### config.mk
export PLATFORM = sky130hd
export DESIGN_NAME = sel_capture_bank
export DESIGN_NICKNAME = d
export VERILOG_FILES = /design/src/rtl/sel_capture_pkg.sv /design/src/rtl/sel_hist_ring.sv /design/src/rtl/sel_capture_bank.sv
export SDC_FILE = /design/constraint.sdc
export NUM_CORES = 1
export LEC_CHECK = 0
export BUFFER_PORTS_ARGS = -buffer_cell sky130_fd_sc_hd__buf_2
export CELL_PAD_IN_SITES_DETAIL_PLACEMENT = 0
export CELL_PAD_IN_SITES_GLOBAL_PLACEMENT = 2
export CORE_AREA = 2 2 145 147
export DETAILED_ROUTE_END_ITERATION = 12
export DIE_AREA = 0 0 147 149
export GPL_TIMING_DRIVEN = 0
export PLACE_DENSITY_LB_ADDON = 0.25
export SLEW_MARGIN = 5
export SYNTH_ARGS = -nofsm -noshare
export SYNTH_HDL_FRONTEND = slang
export SYNTH_SLANG_ARGS = --single-unit
### constraint.sdc
create_clock -name clk -period 7.2 [get_ports clk]
set_clock_uncertainty 0.15 [all_clocks]
set_input_delay 1.44 -clock clk [delete_from_list [all_inputs] [get_ports clk]]
set_output_delay 1.44 -clock clk [all_outputs]
set_load 0.02 [all_outputs]
### src/rtl/sel_capture_pkg.sv
// sel_capture_pkg
// Shared definitions for the selectable capture register bank.
//   - DEF_* constants : default parameter values used by the bank and its ring
//   - ch_width()      : width of a channel index, never narrower than one bit
//   - ring_op_t       : per-cycle operation decoded by the history ring
package sel_capture_pkg;

   localparam int DEF_WIDTH       = 8;
   localparam int DEF_NCH         = 4;
   localparam int DEF_DEPTH       = 16;
   localparam int DEF_CNT_W       = 3;
   localparam int DEF_TRANSPARENT = 0;

   // A single-channel bank still needs a one-bit index field so that the
   // history entry layout stays the same for every configuration.
   function automatic int ch_width(input int n);
      return (n > 1) ? $clog2(n) : 1;
   endfunction

   // What the history ring does on a given clock edge once push and pop
   // requests have been qualified against full and empty.
   typedef enum logic [1:0] {
      RING_IDLE,
      RING_PUSH,
      RING_POP,
      RING_BOTH
   } ring_op_t;

endpackage

### src/rtl/sel_hist_ring.sv
// sel_hist_ring
// DEPTH-entry show-ahead ring buffer that logs capture events.
// Ports:
//   clk, rst            : clock and synchronous active-high reset
//   push, push_ch,
//   push_data           : write request and the entry to store
//   pop                 : advance the head (ignored while empty)
//   rd_ch, rd_data      : head entry, zero while empty
//   empty, full         : occupancy flags derived from the registered count
//   ovf                 : sticky flag, an entry was dropped because of full
module sel_hist_ring
   import sel_capture_pkg::*;
#(
   parameter int WIDTH = DEF_WIDTH,
   parameter int CH_W  = 2,
   parameter int DEPTH = DEF_DEPTH
) (
   input  logic             clk,
   input  logic             rst,
   input  logic             push,
   input  logic [CH_W-1:0]  push_ch,
   input  logic [WIDTH-1:0] push_data,
   input  logic             pop,
   output logic [CH_W-1:0]  rd_ch,
   output logic [WIDTH-1:0] rd_data,
   output logic             empty,
   output logic             full,
   output logic             ovf
);

   localparam int AW = $clog2(DEPTH);

   typedef struct packed {
      logic [CH_W-1:0]  ch;
      logic [WIDTH-1:0] data;
   } hist_entry_t;

   hist_entry_t     mem [DEPTH];
   logic [AW-1:0]   wr_ptr;
   logic [AW-1:0]   rd_ptr;
   logic [AW:0]     occ;
   logic            do_pop;
   logic            do_push;
   logic            drop;
   ring_op_t        op;
   hist_entry_t     head;

   assign empty = (occ == '0);
   assign full  = (occ == (AW+1)'(DEPTH));

   // Qualify the raw requests. A pop on an empty ring is meaningless, and a
   // push into a full ring only fits when the same edge frees the head slot.
   // Anything else that arrives while full is lost and flagged.
   always_comb begin
      do_pop  = pop && !empty;
      do_push = push && (!full || do_pop);
      drop    = push && full && !do_pop;
      op      = RING_IDLE;
      if (do_push && do_pop) begin
         op = RING_BOTH;
      end else if (do_push) begin
         op = RING_PUSH;
      end else if (do_pop) begin
         op = RING_POP;
      end
   end

   // Pointer, occupancy and overflow bookkeeping. Reset simply forgets the
   // stored entries by zeroing the count, so the storage array itself never
   // needs a reset.
   always_ff @(posedge clk) begin
      if (rst) begin
         wr_ptr <= '0;
         rd_ptr <= '0;
         occ    <= '0;
         ovf    <= 1'b0;
      end else begin
         case (op)
            RING_PUSH: begin
               wr_ptr <= wr_ptr + 1'b1;
               occ    <= occ + 1'b1;
            end
            RING_POP: begin
               rd_ptr <= rd_ptr + 1'b1;
               occ    <= occ - 1'b1;
            end
            RING_BOTH: begin
               wr_ptr <= wr_ptr + 1'b1;
               rd_ptr <= rd_ptr + 1'b1;
            end
            default: begin
            end
         endcase
         if (drop) begin
            ovf <= 1'b1;
         end
      end
   end

   // Entry storage, written only when the push was accepted.
   always_ff @(posedge clk) begin
      if (op == RING_PUSH || op == RING_BOTH) begin
         mem[wr_ptr] <= '{ch: push_ch, data: push_data};
      end
   end

   // Show-ahead head view, forced to zero while there is nothing to read so
   // stale storage never leaks out.
   always_comb begin
      head = mem[rd_ptr];
      if (empty) begin
         head = '0;
      end
   end

   assign rd_ch   = head.ch;
   assign rd_data = head.data;

endmodule

### src/rtl/sel_capture_bank.sv
// sel_capture_bank
// Multi-channel clocked capture bank: each channel loads din when its sel bit
// is high and holds otherwise, keeps a saturating capture count, and every
// cycle with any capture logs the lowest selected channel into a history ring.
// Ports:
//   clk, rst          : clock and synchronous active-high reset
//   sel [NCH]         : per-channel capture enable
//   din [NCH*WIDTH]   : per-channel data, channel i at [i*WIDTH +: WIDTH]
//   clr_cnt           : clear all capture counters
//   y [NCH*WIDTH]     : per-channel held data (or din while selected when
//                       TRANSPARENT is set)
//   cap_cnt           : per-channel saturating capture counts
//   rd_en             : pop the history head
//   rd_data, rd_ch    : history head entry
//   empty, full, ovf  : history status
module sel_capture_bank
   import sel_capture_pkg::*;
#(
   parameter int WIDTH       = DEF_WIDTH,
   parameter int NCH         = DEF_NCH,
   parameter int DEPTH       = DEF_DEPTH,
   parameter int CNT_W       = DEF_CNT_W,
   parameter int TRANSPARENT = DEF_TRANSPARENT
) (
   input  logic                      clk,
   input  logic                      rst,
   input  logic [NCH-1:0]            sel,
   input  logic [NCH*WIDTH-1:0]      din,
   input  logic                      clr_cnt,
   output logic [NCH*WIDTH-1:0]      y,
   output logic [NCH*CNT_W-1:0]      cap_cnt,
   input  logic                      rd_en,
   output logic [WIDTH-1:0]          rd_data,
   output logic [ch_width(NCH)-1:0]  rd_ch,
   output logic                      empty,
   output logic                      full,
   output logic                      ovf
);

   localparam int              CH_W    = ch_width(NCH);
   localparam logic [CNT_W-1:0] CNT_MAX = '1;

   logic             hist_push;
   logic [CH_W-1:0]  hist_ch;
   logic [WIDTH-1:0] hist_data;

   for (genvar i = 0; i < NCH; i++) begin : g_ch
      logic [WIDTH-1:0] held;
      logic [CNT_W-1:0] cnt;

      // Clocked replacement for the old "hold when sel is low" latch: the
      // register only loads on an edge where its channel is selected.
      always_ff @(posedge clk) begin
         if (rst) begin
            held <= '0;
         end else if (sel[i]) begin
            held <= din[i*WIDTH +: WIDTH];
         end
      end

      // Capture counter. A clear wins over a simultaneous capture, and the
      // count sticks at its maximum instead of wrapping back to zero.
      always_ff @(posedge clk) begin
         if (rst || clr_cnt) begin
            cnt <= '0;
         end else if (sel[i] && cnt != CNT_MAX) begin
            cnt <= cnt + 1'b1;
         end
      end

      // The transparent view is a plain mux in front of the register, which
      // gives latch-like visibility without any level-sensitive storage.
      if (TRANSPARENT != 0) begin : g_transparent
         assign y[i*WIDTH +: WIDTH] = sel[i] ? din[i*WIDTH +: WIDTH] : held;
      end else begin : g_registered
         assign y[i*WIDTH +: WIDTH] = held;
      end

      assign cap_cnt[i*CNT_W +: CNT_W] = cnt;
   end

   // Pick the lowest-index selected channel for the history log. Scanning
   // from the top down lets the lowest match overwrite the higher ones.
   always_comb begin
      hist_push = |sel;
      hist_ch   = '0;
      hist_data = din[0 +: WIDTH];
      for (int k = NCH - 1; k >= 0; k--) begin
         if (sel[k]) begin
            hist_ch   = CH_W'(k);
            hist_data = din[k*WIDTH +: WIDTH];
         end
      end
   end

   sel_hist_ring #(
      .WIDTH (WIDTH),
      .CH_W  (CH_W),
      .DEPTH (DEPTH)
   ) u_ring (
      .clk       (clk),
      .rst       (rst),
      .push      (hist_push),
      .push_ch   (hist_ch),
      .push_data (hist_data),
      .pop       (rd_en),
      .rd_ch     (rd_ch),
      .rd_data   (rd_data),
      .empty     (empty),
      .full      (full),
      .ovf       (ovf)
   );

endmodule

# After elaboration in Yosys (flattened, before gate mapping)
# Memory sizes are Yosys's and may differ from the RTL's. A register that Yosys moved wholly into a read port is not among the register bits.
# Cells that the tools add are included.
# classes
addsub,8
eq_ne,8
muxes,17
n_reduce_logical,20
# op_table
op,count
two-way mux 8 bit,4
two-way mux 2 bit,7
adder 3 x 1 -> 3 bit (second input constant),4
!= test 3 bit (second input constant),4
two-way mux 10 bit,1
case mux 5 bit (2 select lines),1
logical AND 1 bit,9
adder 4 x 1 -> 4 bit (second input constant),2
two-way mux 4 bit,2
adder 5 x 1 -> 5 bit (second input constant),1
== test 5 bit (second input constant),1
zero test 5 bit,1
subtractor 5 x 1 -> 5 bit (second input constant),1
== test 2 bit (second input constant),2
OR reduction 2 bit,2
OR reduction 4 bit,1
zero test 1 bit,3
logical OR 1 bit,3
== test 2 x 1 -> 1 bit (second input constant),1
two-way mux 1 bit,2
nonzero test 2 bit,1
# word_totals
register_bits,58
ramBits,160
input_bits,40
elab_cells,66
memories,1
# mem_list
name,depth,width,rd,rd_clocked_by_memory_dff,write_ports,line_no,text
u_ring.mem,16,10,1,1,1,sel_hist_ring.sv:38,hist_entry_t mem [DEPTH];

# Depth between registers and ports, before layout
# logic_depth
word_depth,11
depth_mapped,9

# Modules after synthesis
# Synthesis repeated with hierarchy kept, for this count alone.
# hier_totals
cells_unflattened,584
hier_area_um2,9068.7
# by_module_without_submodules
mod,instances,cells_each,area_each_um2,seq_area_each_um2
sel_hist_ring,1,374,7078.0,5165.0
sel_capture_bank,1,210,1990.7,880.8

# Least setup slack after synthesis
# No wires, ideal clock.
# synth_path
kind,input -> register
startpoint,in rd_en
endpoint,mem u_ring.mem[0][0] (netlist name) (enable)
setup_ns,0.390
t_arrival_ns,3.047
t_required_ns,6.660
path_slack_ns,3.613
cell_stages,5
path_buffers,1
cell_sequence,buf_2 -> inv_1 -> a31oi_1 -> nand2_1 -> nor3_1
# synth_via
elab_chain_len,9
word_cells_on_any_way,12
cone_classes,eq/ne: 2; mux: 5; reduce/logical: 5
# synth_lines
item,line_no,text
from (decl),sel_capture_bank.sv:32,"input logic rd_en,"
logical AND 1 bit (*),sel_hist_ring.sv:55,do_pop = pop && !empty;
logical OR 1 bit,sel_hist_ring.sv:56,do_push = push && (!full || do_pop);
logical AND 1 bit,sel_hist_ring.sv:56,
two-way mux 2 bit / logical AND 1 bit (equally long branches),"sel_hist_ring.sv:61, sel_hist_ring.sv:59",
two-way mux 2 bit (*),sel_hist_ring.sv:59,if (do_push && do_pop) begin
== test 2 x 1 -> 1 bit / == test 2 bit (equally long branches),sel_hist_ring.sv:102,if (op == RING_PUSH || op == RING_BOTH) begin
logical OR 1 bit (*),sel_hist_ring.sv:102,
two-way mux 1 bit (*),sel_hist_ring.sv:102,
two-way mux 1 bit (implied by the code) (*),sel_hist_ring.sv:103,"mem[wr_ptr] <= '{ch: push_ch, data: push_data};"
to (decl),sel_hist_ring.sv:38,
# Every way passes the cells marked *; elsewhere a longest branch is shown, timed or not.

==> impl_metrics.json <==
{
  "clock_sinks": 222,
  "critPathMaxFanout": 10,
  "ios": 97,
  "drc_errors": 0,
  "post_cts_resized": 0,
  "end_kind": "primary output",
  "finalCoreUtilization_pct": 52.4,
  "holdBufCountCts": 0,
  "grt.overflow.total": 0,
  "drv_slew": 0,
  "netlist_top_cells_count": "edfxtp_1 (160), dfxtp_1 (62), mux2i_1 (58), nor2_1 (55), mux4_2 (40)",
  "vdd_drop_max_v": 0.000143,
  "layout.cells.non_filler": 1007,
  "synth.distinct_cells": 45,
  "hold_viol_final": 0,
  "synth_edf_count": 160,
  "p_int_uw": 2470,
  "yosys-top-cells-area": "edfxtp_1 (53%), dfxtp_1 (14%), mux4_2 (10%), mux2i_1 (6.4%), nor2_1 (2.3%)",
  "setup.worst_path.end": "rd_data[3]",
  "status": "finished clean",
  "start_kind": "register",
  "finalSetupViolCount": 0,
  "vias_per_cell": 5.24,
  "fin_total_pwr_uw": 3370,
  "hp-class": "register to register",
  "p_leak_uw": 0.00397,
  "finalCriticalPeriod_ps": 4170,
  "start_util_pct": 43.9,
  "timing.rr.start": "u_ring.occ[0]",
  "hpwl_mm": 14.1,
  "core_area_mm2": 0.0206,
  "post-cts-setup-buffer-count": 0,
  "clkPwrFrac_pct": 37.1,
  "drtIter0Drc": 285,
  "htreeDepth": 1,
  "tns_ps": 0,
  "numPlacedInstances": 963,
  "tightest_slew_ps": 1180,
  "regToRegSetupSlack_ps": 4410,
  "grt_pass1_vias": 5635,
  "synth_fp_nets": 639,
  "fp.dieArea_mm2": 0.0219,
  "grt_max_degree": 17,
  "rsz0062_at_grt": "false",
  "layout-drive-gt1-share_pct": 29.0,
  "power_density_mw_per_mm2": 313,
  "critPathArrivalTime_ps": 2580,
  "yosysWarnings": 0,
  "place_congestion": 0.826,
  "synth.top_cell.area_share_pct": 53.2,
  "synth_area_mm2": 0.00902,
  "required_ps": 5610,
  "nNetsFinal": 771,
  "drt-total-wl_mm": 20.2,
  "critPathKind": "register to primary output",
  "num_rows": 53,
  "cts_buffers": 24,
  "yosys_register_bits": 222,
  "n_fill_cell": 1753,
  "die_h_um": 149,
  "antenna_left": 0,
  "antenna_found_initial": 0,
  "pwr-share-comb_pct": 19.3,
  "io_buffers": 95,
  "p_sw_share_pct": 26.8,
  "root_buffer": "clkbuf_16",
  "seqPwrFrac_pct": 43.6,
  "clockBufferDepth": 3,
  "async_flop_share_pct": 0,
  "synth_most_common_cell": "edfxtp_1",
  "avgSynthCellArea_um2": 15.5,
  "cts_tree": "done",
  "p_switching_uw": 904,
  "synth_cells": 582,
  "clock_latency_ps": 500,
  "synth-seq-area-share_pct": 67.0,
  "vias": 5277,
  "fin_crit_sh_pct": 57.9,
  "grt_pass1_wl_mm": 31.7,
  "max_freq_mhz": 240,
  "synth_flop_cell": "edfxtp_1",
  "cts.clk_slew.worst_paths_ps": 60,
  "track_usage_pct": 18.8,
  "area_delta_synth_final_pct": 19.4,
  "wl_per_cell_um": 20.1,
  "max-cap-violations": 0,
  "first_pass_iters": 4,
  "antenna_cells": 0,
  "maxSlewHeadroom_pct": 21.2,
  "worstRegToRegCells": 4,
  "yosysTopAreaCell": "edfxtp_1",
  "reg2reg_to": "u_ring.mem[12][9]",
  "die_w_um": 147
}
==> per-layer routing <==
layer / wire length (µm) / global-route usage (%) / vias up
met5: 0 / 0 / -
met2: 10100 / 32.3 / 118
met3: 1050 / 3.49 / 23
li1: - / - / 2490
met1: 8730 / 25.0 / 2646
met4: 280 / 4.28 / 0
==> state kept, by name (all words and copies together), names as in the netlist, named ones only <==
signal	cells
u_ring.wr_ptr	4
g_ch.cnt	12
u_ring.rd_ptr	4
u_ring.mem	160
u_ring.ovf	1
u_ring.occ	5
g_ch.held	32
==> final cells by class <==
| type | instances | area, µm² | area share, % |
|---|---|---|---|
| Buffer | 32 | 139 | 1.29 |
| Clock buffer | 27 | 643 | 5.97 |
| Inverter | 7 | 26.3 | 0.244 |
| Multi-Input combinational cell | 321 | 2840 | 26.3 |
| Sequential cell | 222 | 6050 | 56.1 |
| Tap cell | 275 | 344 | 3.19 |
| Timing Repair Buffer | 106 | 558 | 5.18 |
| Clock inverter | 17 | 179 | 1.66 |
==> worst min-delay path by stage <==
| stage | from | to | slack, ps | cells after the start |
|---|---|---|---|---|
| after CTS | g_ch[2].held[2] | g_ch[2].held[2] | 310 | 2 |
| after global placement | g_ch[2].held[7] | g_ch[2].held[7] | 290 | 2 |
| after global routing | g_ch[2].held[0] | g_ch[2].held[0] | 340 | 2 |
| after floorplan | u_ring.rd_ptr[3] | register | 340 | 2 |
| final | g_ch[2].held[2] | g_ch[2].held[2] | 320 | 2 |
| after detailed placement | g_ch[2].held[2] | g_ch[2].held[2] | 310 | 2 |
==> worst max-delay path, cell delays in order, from the launching register on <==
cell and delay, ps:
dfxtp_1 310, clkbuf_1 180, buf_2 390, mux4_2 560, mux2i_1 290, o22ai_1 150
buf_2 200
==> per-stage QoR <==
| stage | setup WS (ps) | hold WS [ps] | area, µm² |
|---|---|---|---|
| 2_1_floorplan | 3610 | 340 | 9020 |
| 3_3_place_gp | 2530 | 293 | 9840 |
| 3_5_place_dp | 3090 | 306 | 9950 |
| 4_1_cts | 2970 | 315 | 10800 |
| 5_1_grt | 2860 | 339 | 10800 |
| 6_report | 3030 | 318 | 10800 |
==> logic make-up (layout without fill, tap and decap cells) <==
kind of cell / after synthesis / in the layout / share of synthesized area [%]
adders and majority gates: 17 / 17 / 2.44
and+or+nand+nor: 129 / 129 / 6.50
DFF: 222 / 222 / 67.0
buffers and inverters: 39 / 189 / 1.83
xor gates and xnor gates: 11 / 11 / 1.07
AOI/OAI and AO/OA: 66 / 66 / 4.74
muxes: 98 / 98 / 16.4
==> power by group through the flow <==
| stage | Clock, µW | Sequential [µW] | Combinational [µW] |
|---|---|---|---|
| floorplan | 0 | 1500 | 448 |
| global placement | 0 | 1500 | 639 |
| detailed placement | 0 | 1500 | 663 |
| CTS | 1280 | 1470 | 665 |
| global route | 1330 | 1480 | 710 |
| finish | 1250 | 1470 | 651 |
==> cell usage in the layout (no fill, tap or decap), drive strengths merged, types with 6 or more instances in the layout <==
| cell type | count |
|---|---|
| nand3 | 8 |
| nor3 | 9 |
| ha | 16 |
| o21ai | 20 |
| dfxtp | 62 |
| mux2i | 58 |
| xnor2 | 7 |
| nand2b | 11 |
| buf | 119 |
| edfxtp | 160 |
| nand2 | 34 |
| clkinv | 10 |
| clkbuf | 46 |
| nor2 | 55 |
| o22ai | 10 |
| a21oi | 21 |
| inv | 6 |
| mux4 | 40 |
Note: power is estimated with default switching activity, not from simulation.
